### config.mk
export PLATFORM = sky130hd
export DESIGN_NAME = elf_ram_arbiter
export DESIGN_NICKNAME = d
export VERILOG_FILES = /design/src/rtl/elf_pkg.sv /design/src/rtl/elf_arb_prio.sv /design/src/rtl/elf_ram_arbiter.sv
export SDC_FILE = /design/constraint.sdc
export NUM_CORES = 1
export LEC_CHECK = 0
export ABC_AREA = 1
export BUFFER_PORTS_ARGS = -buffer_cell sky130_fd_sc_hd__buf_2
export CORE_MARGIN = 3
export CORE_UTILIZATION = 47
export DETAILED_ROUTE_END_ITERATION = 7
export HOLD_SLACK_MARGIN = 0.05
export PLACE_DENSITY = 0.8
export SLEW_MARGIN = 20
export SYNTH_ARGS = -nofsm -noshare
export SYNTH_HDL_FRONTEND = slang
export SYNTH_HIERARCHICAL = 1
export SYNTH_SLANG_ARGS = --single-unit
### constraint.sdc
create_clock -name clk -period 2.15 [get_ports clk]
set_input_delay 0 -clock clk [delete_from_list [all_inputs] [get_ports clk]]
set_output_delay 0 -clock clk [all_outputs]
set_load 0.01 [all_outputs]
### src/rtl/elf_pkg.sv
// Shared types for the ELF RAM arbiter: grant owner encoding and FSM states.
package elf_pkg;

    localparam int OWNER_W = 2;

    typedef enum logic [OWNER_W-1:0] {
        OWN_NONE = 2'd0,
        OWN_LD   = 2'd1,
        OWN_DMA  = 2'd2,
        OWN_CPU  = 2'd3
    } owner_e;

    typedef enum logic [1:0] {
        IDLE   = 2'd0,
        ACCESS = 2'd1,
        RDATA  = 2'd2
    } arb_state_e;

endpackage

### src/rtl/elf_arb_prio.sv
// Combinational winner select for the ELF RAM arbiter.
// Loader always wins; DMA beats the CPU unless the CPU has starved.
module elf_arb_prio
    import elf_pkg::*;
(
    input  logic   ld_req,
    input  logic   dma_req,
    input  logic   cpu_req,
    input  logic   starve,
    output owner_e win
);

    // Fixed priority with a starvation override that lifts the CPU above DMA.
    always_comb begin
        win = OWN_NONE;
        if (ld_req) begin
            win = OWN_LD;
        end else if (cpu_req && starve) begin
            win = OWN_CPU;
        end else if (dma_req) begin
            win = OWN_DMA;
        end else if (cpu_req) begin
            win = OWN_CPU;
        end
    end

endmodule

### src/rtl/elf_ram_arbiter.sv
// Single-port RAM arbiter sharing one synchronous-read RAM between the HPS
// loader (writes), the CDP1861 video DMA (reads) and the CDP1802 CPU.
// One access at a time: IDLE picks a winner, ACCESS drives the RAM and acks,
// RDATA captures read data for the requester that owns the read.
// Optional feature macro: ELF_ROM_PROTECT_EN blocks CPU writes below ROM_TOP.
module elf_ram_arbiter
    import elf_pkg::*;
#(
    parameter int AW         = 12,
    parameter int STARVE_MAX = 8,
    parameter int ROM_TOP    = 'h200
) (
    input  logic          clk,
    input  logic          reset_n,
    input  logic          ld_req,
    input  logic [AW-1:0] ld_addr,
    input  logic [7:0]    ld_data,
    output logic          ld_ack,
    input  logic          dma_req,
    input  logic [AW-1:0] dma_addr,
    output logic          dma_ack,
    output logic          dma_rvalid,
    output logic [7:0]    dma_rdata,
    input  logic          cpu_req,
    input  logic          cpu_we,
    input  logic [AW-1:0] cpu_addr,
    input  logic [7:0]    cpu_wdata,
    output logic          cpu_ack,
    output logic          cpu_rvalid,
    output logic [7:0]    cpu_rdata,
    output logic [AW-1:0] mem_addr,
    output logic          mem_we,
    output logic [7:0]    mem_wdata,
    input  logic [7:0]    mem_rdata,
    output logic [1:0]    owner
);

    localparam int SW = $clog2(STARVE_MAX + 1);

    arb_state_e    state;
    arb_state_e    state_nxt;
    owner_e        win;
    owner_e        own_p1;      // requester owning the access in flight
    logic          rd_p1;       // access in flight is a read
    logic [SW-1:0] starve_cnt;
    logic          starve;
    logic          cpu_prot;    // CPU write lands in the protected low region

    assign starve = (starve_cnt == SW'(STARVE_MAX));
    assign owner  = own_p1;

`ifdef ELF_ROM_PROTECT_EN
    assign cpu_prot = (int'(cpu_addr) < ROM_TOP);
`else
    logic rom_top_unused;
    assign rom_top_unused = (ROM_TOP == 0);
    assign cpu_prot       = 1'b0;
`endif

    elf_arb_prio u_prio (
        .ld_req  (ld_req),
        .dma_req (dma_req),
        .cpu_req (cpu_req),
        .starve  (starve),
        .win     (win)
    );

    // State register; reset abandons any access in flight.
    always_ff @(posedge clk or negedge reset_n) begin
        if (!reset_n) begin
            state <= IDLE;
        end else begin
            state <= state_nxt;
        end
    end

    // Next state: writes take two cycles, reads add the RDATA capture cycle.
    always_comb begin
        state_nxt = state;
        unique case (state)
            IDLE:    if (win != OWN_NONE) state_nxt = ACCESS;
            ACCESS:  state_nxt = rd_p1 ? RDATA : IDLE;
            RDATA:   state_nxt = IDLE;
            default: state_nxt = IDLE;
        endcase
    end

    // Launch: latch the winner's address/data into the RAM port and pulse its ack.
    always_ff @(posedge clk or negedge reset_n) begin
        if (!reset_n) begin
            ld_ack    <= 1'b0;
            dma_ack   <= 1'b0;
            cpu_ack   <= 1'b0;
            mem_we    <= 1'b0;
            mem_addr  <= '0;
            mem_wdata <= '0;
            rd_p1     <= 1'b0;
            own_p1    <= OWN_NONE;
        end else begin
            ld_ack  <= 1'b0;
            dma_ack <= 1'b0;
            cpu_ack <= 1'b0;
            mem_we  <= 1'b0;
            unique case (state)
                IDLE: begin
                    own_p1 <= win;
                    unique case (win)
                        OWN_LD: begin
                            mem_addr  <= ld_addr;
                            mem_wdata <= ld_data;
                            mem_we    <= 1'b1;
                            rd_p1     <= 1'b0;
                            ld_ack    <= 1'b1;
                        end
                        OWN_DMA: begin
                            mem_addr <= dma_addr;
                            rd_p1    <= 1'b1;
                            dma_ack  <= 1'b1;
                        end
                        OWN_CPU: begin
                            mem_addr <= cpu_addr;
                            rd_p1    <= ~cpu_we;
                            cpu_ack  <= 1'b1;
                            if (cpu_we) begin
                                mem_wdata <= cpu_wdata;
                                mem_we    <= ~cpu_prot;
                            end
                        end
                        default: begin
                            rd_p1 <= 1'b0;
                        end
                    endcase
                end
                ACCESS: begin
                    if (!rd_p1) own_p1 <= OWN_NONE;
                end
                RDATA: begin
                    own_p1 <= OWN_NONE;
                end
                default: begin
                    own_p1 <= OWN_NONE;
                end
            endcase
        end
    end

    // Read return: steer captured RAM data only to the requester that owns the read.
    always_ff @(posedge clk or negedge reset_n) begin
        if (!reset_n) begin
            dma_rvalid <= 1'b0;
            dma_rdata  <= '0;
            cpu_rvalid <= 1'b0;
            cpu_rdata  <= '0;
        end else begin
            dma_rvalid <= 1'b0;
            cpu_rvalid <= 1'b0;
            if (state == RDATA) begin
                if (own_p1 == OWN_DMA) begin
                    dma_rdata  <= mem_rdata;
                    dma_rvalid <= 1'b1;
                end else if (own_p1 == OWN_CPU) begin
                    cpu_rdata  <= mem_rdata;
                    cpu_rvalid <= 1'b1;
                end
            end
        end
    end

    // Starvation counter: counts CPU wait cycles, cleared once granted or idle.
    always_ff @(posedge clk or negedge reset_n) begin
        if (!reset_n) begin
            starve_cnt <= '0;
        end else if (!cpu_req || cpu_ack || (state == IDLE && win == OWN_CPU)) begin
            starve_cnt <= '0;
        end else if (!starve) begin
            starve_cnt <= starve_cnt + SW'(1);
        end
    end

endmodule

# Word-level counts from Yosys, hierarchy flattened
# Cells that the tools add are included.
dict set report classes {
  add_sub_neg 1
  n_shift 0
  div_mod_pow 0
  n_mux 29
  multipliers 0
  bitwise_logic 2
  n_reduce_logical 13
  order_cmp 0
  n_eq_ne 12
}
# op count
set op_table {}
lappend op_table {{case mux 12 bit (3 select lines)} 1}
lappend op_table {{case mux 8 bit (2 select lines)} 1}
lappend op_table {{2-to-1 mux 2 bit} 7}
lappend op_table {{2-to-1 mux 1 bit} 13}
lappend op_table {{== test 2 bit, second input constant} 5}
lappend op_table {{2-to-1 mux 4 bit} 2}
lappend op_table {{2-to-1 mux 8 bit} 1}
lappend op_table {{!= test 2 bit, second input constant} 4}
lappend op_table {{case mux 2 bit (2 select lines)} 2}
lappend op_table {{AND reduction 3 bit} 2}
lappend op_table {{adder 4 x 1 -> 4 bit, second input constant} 1}
lappend op_table {{== test 2 x 1 -> 1 bit, second input constant} 2}
lappend op_table {{== test 4 bit, second input constant} 1}
lappend op_table {{case mux 1 bit (2 select lines)} 2}
lappend op_table {{AND reduction 2 bit} 2}
lappend op_table {{nonzero test 2 bit} 2}
lappend op_table {{nonzero test 3 bit} 1}
lappend op_table {{logical AND 1 bit} 2}
lappend op_table {{logical NOT 2 bit} 1}
lappend op_table {{logical OR 1 bit} 2}
lappend op_table {{NOT 1 bit} 2}
lappend op_table {{logical NOT 1 bit} 1}
dict set report totals {
  memories 0
  rom_bits 0
  regBits 51
  latchBits 0
  out_inout_bits 44
  ram_bits 0
}

# Logic depth before layout (Yosys ltp)
# Gate-level depths: netlist (run 1).
dict set report depth {
  word_depth 8
  mapped_depth 13
  ltp_nobuf 12
}

# Hierarchy
# Netlist (run 1), hierarchy kept.
# mod cells_each seq_area_each_um2 instances area_per_inst_um2
set by_module_without_submodules {}
lappend by_module_without_submodules {elf_ram_arbiter 294 1276.2 1 2468.6}
lappend by_module_without_submodules {elf_arb_prio 7 0.0 1 27.5}

# Least setup slack after synthesis (run 1)
# Ideal clock, no wire load.
dict set report synth_timing {
  path_type {register -> register}
  startpoint {register starve_cnt[0]}
  endpoint {register starve_cnt[2]}
  path_buffers 1
  setup_ns 0.119
  t_arrival_ns 1.570
  path_slack_ns 0.461
  path_stages_with_launch 13
  cell_sequence {dfrtp_1 inv_1 ha_1 nand3_1 inv_1 nand2_1 nand3_1 buf_6 nand2_2 inv_2 nand2_1 nand2_1 nor2_1}
}
dict set report synth_via {
  elab_chain_len 8
  word_cells_on_any_way 11
  cone_classes {1 x add/sub; 3 x eq/ne; 4 x mux; 3 x reduce/logical}
}
# item line_no
set synth_rtl {}
lappend synth_rtl {{start: declaration} elf_ram_arbiter.sv:45} ;# logic [SW-1:0] starve_cnt;
lappend synth_rtl {{start signal: assignment} elf_ram_arbiter.sv:176} ;# starve_cnt <= starve_cnt + SW'(1);
lappend synth_rtl {{== test 4 bit (*)} elf_ram_arbiter.sv:49} ;# assign starve = (starve_cnt == SW'(STARVE_MAX));
lappend synth_rtl {{named net starve} elf_ram_arbiter.sv:46} ;# logic starve;
lappend synth_rtl {{logical AND 1 bit (*)} elf_arb_prio.sv:18} ;# end else if (cpu_req && starve) begin
lappend synth_rtl {{2-to-1 mux 2 bit (*)} elf_arb_prio.sv:18}
lappend synth_rtl {{2-to-1 mux 2 bit (*)} elf_arb_prio.sv:16} ;# if (ld_req) begin
lappend synth_rtl {{named net win[0]} elf_ram_arbiter.sv:42} ;# owner_e win;
lappend synth_rtl {{== test 2 bit (*)} elf_ram_arbiter.sv:173} ;# end else if (!cpu_req || cpu_ack || (state == IDLE && win == OWN_CPU)) begin
lappend synth_rtl {{logical AND 1 bit (*)} elf_ram_arbiter.sv:173}
lappend synth_rtl {{logical OR 1 bit (*)} elf_ram_arbiter.sv:173}
lappend synth_rtl {{!= test 2 bit (no source line) or 2-to-1 mux 4 bit (tied branches)} --}
# Mark *: on every way through the listed nets, which the timed path passes. The rest lies on a longest branch. The select of a mux whose other input is x is not followed.
# A chain may end at the register's enable or synchronous reset.

# Worst setup path after layout (run 1)
dict set report layout_timing {
  startpoint {register starve_cnt[0]}
  endpoint {register mem_addr[4]}
}
dict set report layout_via {
  elab_chain_len 7
  word_cells_on_any_way 10
  cone_classes {4 x eq/ne; 3 x mux; 3 x reduce/logical}
}
# item line_no
set layout_rtl {}
lappend layout_rtl {{== test 4 bit (*)} elf_ram_arbiter.sv:49}
lappend layout_rtl {{named net starve} elf_ram_arbiter.sv:46}
lappend layout_rtl {{logical AND 1 bit (*)} elf_arb_prio.sv:18}
lappend layout_rtl {{2-to-1 mux 2 bit (*)} elf_arb_prio.sv:18}
lappend layout_rtl {{2-to-1 mux 2 bit (*)} elf_arb_prio.sv:16}
lappend layout_rtl {{named net win[0]} elf_ram_arbiter.sv:42}
lappend layout_rtl {{== test 2 bit or == test 2 x 1 -> 1 bit (tied branches)} elf_ram_arbiter.sv:107} ;# unique case (win)
lappend layout_rtl {{nonzero test 3 bit (no source line)} --}
lappend layout_rtl {{AND reduction 2 bit (no source line)} --}
lappend layout_rtl {{end signal: assignment} elf_ram_arbiter.sv:109} ;# mem_addr <= ld_addr;
lappend layout_rtl {{end signal: assignment} elf_ram_arbiter.sv:116} ;# mem_addr <= dma_addr;
lappend layout_rtl {{end signal: assignment} elf_ram_arbiter.sv:121} ;# mem_addr <= cpu_addr;
lappend layout_rtl {{end: declaration} elf_ram_arbiter.sv:31} ;# output logic [AW-1:0] mem_addr,
# Mark *: on every way through the listed nets, which the timed path passes. The rest lies on a longest branch.

==> results of run 1 <==
==> layout by cell type, fill, tap and decap left out <==
cell	synthesis	final
a21oi_1	2	2
buf_2	2	109
buf_4	2	6
bufinv_16	0	1
clkbuf_8	0	5
clkinv_2	0	1
clkinv_4	0	1
dfrtp_1	51	51
dlygate4sd3_1	0	62
ha_1	2	2
inv_1	25	25
inv_2	3	3
inv_4	1	1
nand2_1	123	123
nand2_2	6	6
nand3_1	39	38
nand3_2	1	2
nand4_1	3	3
nand4_4	1	1
nor2_1	8	7
nor2_2	1	2
nor2_4	1	1
nor2_8	1	1
o21ai_0	10	10
o21ai_1	1	1
o21ai_2	8	8
o21ai_4	1	1
o21bai_1	1	1
xor2_1	1	1
==> stage by stage <==
stage	hold slack [ns]	power, mW	std cells	util (%)	worst slack [ns]
after floorplan	-0.296	2.40	301	-	0.461
after global placement	-0.0558	2.92	472	62.5	0.223
after detailed placement	-0.0524	2.97	472	62.5	0.109
after CTS	0.0504	3.74	542	77.4	0.0950
after global routing	0.0898	4.01	542	77.5	0.0284
final	0.0658	3.74	542	77.5	0.171
==> flip-flops by register name (all words and copies together) (netlist names) <==
signal,cells
mem_addr,12
cpu_rdata,8
dma_rdata,8
mem_wdata,8
starve_cnt,4
owner,2
state,2
cpu_ack,1
cpu_rvalid,1
dma_ack,1
dma_rvalid,1
ld_ack,1
mem_we,1
rd_p1,1
==> routing by layer <==
layer	global-route usage, %	up-vias	routed length (um)
met5	0	-	0
met4	15.8	0	466
met3	5.33	45	631
met2	48.0	167	3880
met1	30.1	1233	2880
li1	-	1284	-
==> final timing paths <==
kind / startpoint / end / slack, ns / cells after the start
max: starve_cnt[0]$_DFFE_PN0P_ / mem_addr[4]$_DFFE_PN0P_ / 0.17 / 11
min in group asynchronous: reset_n / cpu_ack$_DFF_PN0_ / 0.15 / 2
max reg2reg: starve_cnt[0]$_DFFE_PN0P_ / mem_addr[4]$_DFFE_PN0P_ / 0.17 / 11
max in group asynchronous: reset_n / mem_addr[8]$_DFFE_PN0P_ / 1.23 / 3
min: cpu_we / rd_p1$_DFFE_PN0N_ / 0.07 / 4
min reg2reg: dma_rdata[3]$_DFFE_PN0P_ / dma_rdata[3]$_DFFE_PN0P_ / 0.49 / 2
==> where the power goes <==
group / switching (mW) / internal, mW
Sequential: 0.251 / 1.33
Combinational: 0.871 / 0.625
Clock: 0.321 / 0.347
Total: 1.44 / 2.30
==> worst register-to-register path, stage by stage (launching register included) <==
cell     delay (ns)
dfrtp_1        0.40
inv_1          0.09
ha_1           0.24
nand3_1        0.15
inv_1          0.06
nand2_1        0.07
nand3_2        0.15
buf_4          0.23
o21ai_4        0.19
buf_4          0.21
nand2_1        0.06
nand2_1        0.08
==> cell families (layout without fill, tap and decap cells) <==
| logic type | count (synthesis) | in the layout | synth area share [%] |
|---|---|---|---|
| adder cells (fa/ha/maj) | 2 | 2 | 1.00 |
| buffers and inverters | 40 | 214 | 8.62 |
| flip-flops | 51 | 51 | 51.1 |
| AO/OA/AOI/OAI | 23 | 23 | 6.37 |
| AND/OR/NAND/NOR | 184 | 184 | 32.5 |
| XOR/XNOR | 1 | 1 | 0.351 |
==> layout make-up <==
cell class	instances	area, um^2	area share [%]
clock buffer	5	68.8	1.81
tap	67	83.8	2.20
multi-input combinational	210	1010	26.6
clock inverter	3	43.8	1.15
inverter	29	111	2.92
sequential	51	1280	33.5
timing repair buffer	177	1210	31.8
==> what timing repair did <==
item	4_1_cts	5_1_grt
hold buffers	62	0
hold endpoints to repair	53	0
gates resized for setup	0	1
endpoints found under the setup margin	0	17
buffers inserted	0	0
==> results by group, run 1 <==
Outcome
  – Status: complete, no violations

GRT
  – Vias in the first global route: 2901
  – Global-route wire length before repair: 13200 um
  – Total GRT Usage: 27.1%
  – Initial antenna violation count: 0
  – Grt total ovfl: 0
  – Largest net degree at the start of global routing: 36

Power and ir drop
  – Maximum vdd drop: 0.000548 V
  – Static Leakage: 2.13 nW
  – Pwr/cell area: 983 mW/mm^2

Critical path
  – Buf/Inv on CP: 4
  – Setup CP Type: register to register
  – Worst-path maximum fanout: 12
  – Cells along the critical path: inv_1 -> ha_1 -> nand3_1 -> inv_1 -> nand2_1 -> nand3_2 -> buf_4 -> o21ai_4 -> buf_4 -> nand2_1 -> nand2_1
  – Worst Path Required: 2.40 ns
  – CP endpoint kind: register
  – Most frequent CP cell: nand2_1
  – CP max stage cell: dfrtp_1
  – CP max stage delay: 0.40 ns
  – Arrival time worst endpoint: 2.23 ns
  – Worst Setup Start Kind: register
  – CP delay by family, top: buffers and inverters

Logic synthesis
  – Most numerous cell in the Yosys netlist: nand2_1
  – Synth Cell Area: 0.00250 mm^2
  – Asr flop ratio synth: 100%
  – Top post-synthesis cells by area: dfrtp_1 (51%), nand2_1 (18%), nand3_1 (7.8%)
  – Syn_nets: 369
  – Synth area leader: dfrtp_1
  – Synth Register Bits: 51
  – Warnings, synthesis: 6
  – Yosys cell types: 25
  – Post-synth top area share: 51.1%
  – Synthesized instance count: 301
  – Seq/Total Area, Yosys: 51.1%
  – Top_reg_cell synth: dfrtp_1
  – Post-synth EDFFs: 0
  – Post-synth top cells: nand2_1 (123), dfrtp_1 (51), nand3_1 (39), inv_1 (25), o21ai_0 (10)
  – Syn Area/Cell: 8.29 um^2

Placement
  – GP Congestion: 0.747
  – Placed cell area: 0.00307 mm^2
  – PortBufs: 109
  – Dpl hpwl: 4520 um

Final layout
  – Cell area after layout: 0.00381 mm^2
  – Antenna diode count: 0
  – Final nets: 542
  – Area grow syn2layout: 52.5%
  – Layout cell share with drive strength beyond 1: 31.4%
  – Number of fill cells: 347

Clocking
  – Clk buf depth: 2
  – Clock slew at reported path FFs: 0.09 ns
  – Number of H-tree branching levels: 2
  – CTS buffer count: 5
  – Clock Latency Late Sink: 0.31 ns
  – CTS Root Cell: clkbuf_8
  – CTS tree: built
  – Sinks on Clock Net: 51

Floorplanning
  – FP Rows: 25
  – DIE WIDTH: 78.9 um
  – Initial Util: 50.8%
  – Die H: 78.9 um
  – Core ar.: 0.00491 mm^2
  – Io pins: 110
  – Die area: 0.00622 mm^2

STA
  – Slew Limit Fails: 0
  – Setup TNS: 0 ns
  – Period minus WS final: 1.98 ns
  – Slew headroom: 70.5%
  – Clock skew: 0.00597 ns
  – Tcrit/Tclk final: 92.0%
  – Max Clk Rate: 505 MHz
  – Final hold vios: 0
  – Worst-Margin Slew: 0.443 ns
  – Final setup fails: 0
  – RSZ-0062 raised after global routing: false

Drt
  – # DRC: 0
  – Post-Route WL: 7850 um
  – Iteration-0 DRC Markers: 121
  – Total number of vias: 2729
  – Vias/cell: 5.04
  – Average routed wire per standard cell: 14.5 um
  – Pre-Repair DR Iteration Count: 4
  – Detail Route Antenna Nets: 0

Min path
  – Hold Path Class: input pin to register

Flow run
  – # Max-Cap Violations: 0
Power figures use the tool's default switching activity.
==> inputs of run 2 (changes only) <==
--- a/config.mk
+++ b/config.mk
@@ -8,12 +8,10 @@
 export ABC_AREA = 1
 export BUFFER_PORTS_ARGS = -buffer_cell sky130_fd_sc_hd__buf_2
 export CORE_MARGIN = 3
-export CORE_UTILIZATION = 47
+export CORE_UTILIZATION = 48
 export DETAILED_ROUTE_END_ITERATION = 7
 export HOLD_SLACK_MARGIN = 0.05
 export PLACE_DENSITY = 0.8
-export SLEW_MARGIN = 20
 export SYNTH_ARGS = -nofsm -noshare
 export SYNTH_HDL_FRONTEND = slang
-export SYNTH_HIERARCHICAL = 1
 export SYNTH_SLANG_ARGS = --single-unit
==> run 2 against run 1 <==
Compared with the run above:
- power up 4.9%
- clock-buffer cell count unchanged
- synthesized area rose by 3.3%
- utilization shrank 6.6 points
- hold slack worse by 0.020 ns
- sequential share of layout area is 1.5 points higher
- critical path depth decreased by 4
- register-to-register slack better by 0.18 ns
==> results by group, run 2 <==
Min path
  – Worst Min Path Start: cpu_addr[9] (was cpu_we)
  – Hold path depth: 5 (was 4)
  – Hold Path Class: input pin to register (unchanged)
  – Endpoint, Worst Hold: mem_addr[9]$_DFFE_PN0P_ (was rd_p1$_DFFE_PN0N_)

GRT
  – Global-route wire length before repair: 11500 um (was 13200 um)
  – Total GRT Usage: 23.0% (was 27.1%)
  – Largest net degree at the start of global routing: 30 (was 36)
  – Grt total ovfl: 0 (unchanged)
  – Vias in the first global route: 2525 (was 2901)
  – Initial antenna violation count: 0 (unchanged)

Power and ir drop
  – Clock network fraction of total power: 17.1% (was 17.9%)
  – Sw Ratio: 38.4% (was 38.6%)
  – Pwr/cell area: 1080 mW/mm^2 (was 983 mW/mm^2)
  – Switch Pwr: 1.51 mW (was 1.44 mW)
  – Sequential cell fraction of total power: 40.7% (was 42.2%)
  – Internal Pwr Total: 2.42 mW (was 2.30 mW)
  – Comb power frac: 42.2% (was 40.0%)
  – Static Leakage: 2.09 nW (was 2.13 nW)
  – Maximum vdd drop: 0.000676 V (was 0.000548 V)

Outcome
  – Status: complete, no violations (unchanged)

Critical path
  – Worst Setup Start Kind: register (unchanged)
  – R2R Path Start: starve_cnt[0]$_DFFE_PN0P_ (unchanged)
  – Crit Reg-Reg Endpoint: starve_cnt[3]$_DFFE_PN0P_ (was mem_addr[4]$_DFFE_PN0P_)
  – Worst-path maximum fanout: 17 (was 12)
  – Reg2Reg Setup Slack: 0.35 ns (was 0.17 ns)
  – Setup CP Type: register to register (unchanged)
  – Arrival time worst endpoint: 1.98 ns (was 2.23 ns)
  – CP endpoint kind: register (unchanged)
  – Worst Path Required: 2.33 ns (was 2.40 ns)
  – R2r worst-path depth: 7 (was 11)

Clocking
  – Sinks on Clock Net: 51 (unchanged)
  – Number of H-tree branching levels: 2 (unchanged)
  – Clock Latency Late Sink: 0.30 ns (was 0.31 ns)
  – CTS Root Cell: clkbuf_8 (unchanged)
  – CTS buffer count: 5 (unchanged)
  – Clock slew at reported path FFs: 0.10 ns (was 0.09 ns)
  – Clk buf depth: 2 (unchanged)
  – CTS resizes: 0 (unchanged)
  – Post-CTS setup repair buffer count: 0 (unchanged)
  – Cts hold-fix bufs: 36 (was 62)
  – CTS tree: built (unchanged)

Floorplanning
  – Io pins: 110 (unchanged)
  – Die H: 79.3 um (was 78.9 um)
  – Core ar.: 0.00514 mm^2 (was 0.00491 mm^2)
  – FP Rows: 26 (was 25)
  – Initial Util: 50.2% (was 50.8%)
  – Die area: 0.00629 mm^2 (was 0.00622 mm^2)
  – DIE WIDTH: 79.3 um (was 78.9 um)

Logic synthesis
  – Top_reg_cell synth: dfrtp_1 (unchanged)
  – Synthesized instance count: 322 (was 301)
  – Seq/Total Area, Yosys: 49.5% (was 51.1%)
  – Synth area leader: dfrtp_1 (unchanged)
  – Post-synth top cells: nand2_1 (65), inv_1 (55), dfrtp_1 (51), nand3_1 (46), nor2_1 (21) (was nand2_1 (123), dfrtp_1 (51), nand3_1 (39), inv_1 (25), o21ai_0 (10))
  – Syn Area/Cell: 8.01 um^2 (was 8.29 um^2)
  – Synth Register Bits: 51 (unchanged)
  – Syn_nets: 390 (was 369)
  – Post-synth top area share: 49.5% (was 51.1%)
  – Post-synth EDFFs: 0 (unchanged)
  – Top post-synthesis cells by area: dfrtp_1 (49%), nand2_1 (9.5%), nand3_1 (8.9%) (was dfrtp_1 (51%), nand2_1 (18%), nand3_1 (7.8%))
  – Synth Cell Area: 0.00258 mm^2 (was 0.00250 mm^2)
  – Warnings, synthesis: 0 (was 6)
  – Yosys cell types: 26 (was 25)
  – Asr flop ratio synth: 100% (unchanged)
  – Most numerous cell in the Yosys netlist: nand2_1 (unchanged)

STA
  – Final setup fails: 0 (unchanged)
  – Tcrit/Tclk final: 83.7% (was 92.0%)
  – Worst-Margin Slew: 0.599 ns (was 0.443 ns)
  – RSZ-0062 raised after global routing: false (unchanged)
  – Clock skew: 0.0153 ns (was 0.00597 ns)
  – Setup TNS: 0 ns (unchanged)
  – Slew Limit Fails: 0 (unchanged)
  – Max Clk Rate: 556 MHz (was 505 MHz)
  – Period minus WS final: 1.80 ns (was 1.98 ns)
  – Slew headroom: 60.1% (was 70.5%)
  – Final hold vios: 0 (unchanged)

Final layout
  – Most frequent cells in the layout: buf_2 (109), nand2_1 (65), inv_1 (55) (was nand2_1 (123), buf_2 (109), dlygate4sd3_1 (62))
  – Max reg flops: 12 (unchanged)
  – Area grow syn2layout: 41.3% (was 52.5%)
  – Final core area utilization: 70.9% (was 77.5%)
  – Final nets: 533 (was 542)
  – Antenna diode count: 0 (unchanged)
  – Commonest non-fill, non-tap cell in the layout: buf_2 (was nand2_1)
  – Layout cell share with drive strength beyond 1: 30.0% (was 31.4%)
  – Reg with most FFs: mem_addr (unchanged)

Flow run
  – # Max-Cap Violations: 0 (unchanged)

Drt
  – Iteration-0 DRC Markers: 113 (was 121)
  – Detail Route Antenna Nets: 0 (unchanged)
  – Total number of vias: 2582 (was 2729)
  – Pre-Repair DR Iteration Count: 4 (unchanged)
  – Vias/cell: 4.82 (was 5.04)
  – Average routed wire per standard cell: 12.8 um (was 14.5 um)
  – Post-Route WL: 6880 um (was 7850 um)
  – # DRC: 0 (unchanged)

Placement
  – GP Congestion: 0.805 (was 0.747)
  – PortBufs: 109 (unchanged)
  – Dpl hpwl: 4670 um (was 4520 um)
run 2: cell types whose count changed in the layout (fill, tap and decap cells not counted), moves of 3 or more:
cell / previous run / this run
o21ai_0: 10 / 4
dlygate4sd3_1: 62 / 36
inv_1: 25 / 55
nor2_1: 7 / 21
o21ai_1: 1 / 13
o21ai_2: 8 / 2
nand3_1: 38 / 46
or2_0: 0 / 9
nand4_1: 3 / 12
or2_2: 0 / 3
nand2_1: 123 / 65
nand3b_1: 0 / 8
run 2: worst max-delay path, cell delays in order, from the launching register on:
cell,delay (ns)
dfrtp_1,0.40
inv_1,0.12
ha_1,0.20
nand4_2,0.12
nand2_2,0.32
nand2_2,0.23
o21ai_2,0.24
nor2_1,0.07
run 2: worst max path at each step:
stage	from	to	slack, ns	cells past startpoint
2_1_floorplan	starve_cnt[0]$_DFFE_PN0P_	starve_cnt[0]$_DFFE_PN0P_	0.76	7
3_3_place_gp	starve_cnt[0]$_DFFE_PN0P_	starve_cnt[1]$_DFFE_PN0P_	0.44	7
3_5_place_dp	starve_cnt[0]$_DFFE_PN0P_	starve_cnt[3]$_DFFE_PN0P_	0.37	7
4_1_cts	starve_cnt[0]$_DFFE_PN0P_	starve_cnt[3]$_DFFE_PN0P_	0.35	7
5_1_grt	starve_cnt[0]$_DFFE_PN0P_	starve_cnt[1]$_DFFE_PN0P_	0.24	7
6_report	starve_cnt[0]$_DFFE_PN0P_	starve_cnt[3]$_DFFE_PN0P_	0.35	7
run 2: power groups by stage:
stage | Sequential, mW | Clock (mW) | Combinational (mW)
after floorplan | 1.78 | 0 | 0.820
after global placement | 1.60 | 0 | 1.56
after detailed placement | 1.61 | 0 | 1.61
final | 1.60 | 0.673 | 1.66
after global routing | 1.64 | 0.736 | 1.88
after CTS | 1.59 | 0.689 | 1.66
run 2: kinds of logic (layout without fill, tap and decap cells):
kind of cell               after synthesis  in the layout  synth area share, %
AOI/OAI and AO/OA                       20             20                 4.22
adders and majority gates                2              2                0.970
and+or+nand+nor                        175            175                 33.0
DFF                                     51             51                 49.5
xor gates and xnor gates                 3              3                 1.02
buffers and inverters                   71            215                 11.3
run 2: area by class of cell:
class,count,area [um^2]
timing repair buffer,149,936
inverter,58,218
clock buffer,5,68.8
multi-input combinational,200,1010
tap,70,87.6
sequential,51,1280
clock inverter,3,46.3
fill,439,1500
run 2: through the flow:
| step | hold slack [ns] | area [um^2] | std cells | power (mW) | setup WS, ns |
|---|---|---|---|---|---|
| after floorplan | -0.296 | 2580 | 322 | 2.60 | 0.764 |
| after global placement | -0.00844 | 3170 | 492 | 3.16 | 0.441 |
| after detailed placement | 0.00103 | 3170 | 492 | 3.22 | 0.367 |
| after CTS | 0.0507 | 3640 | 536 | 3.94 | 0.354 |
| after global routing | 0.0790 | 3640 | 536 | 4.26 | 0.240 |
| final | 0.0461 | 3640 | 536 | 3.93 | 0.350 |
run 2: routing by layer:
| layer | routed length [um] | up-vias | global-route usage (%) |
|---|---|---|---|
| met1 | 2850 | 1180 | 29.3 |
| met5 | 0 | - | 0 |
| met3 | 416 | 8 | 3.63 |
| met4 | 111 | 0 | 7.56 |
| li1 | - | 1296 | - |
| met2 | 3510 | 98 | 39.9 |
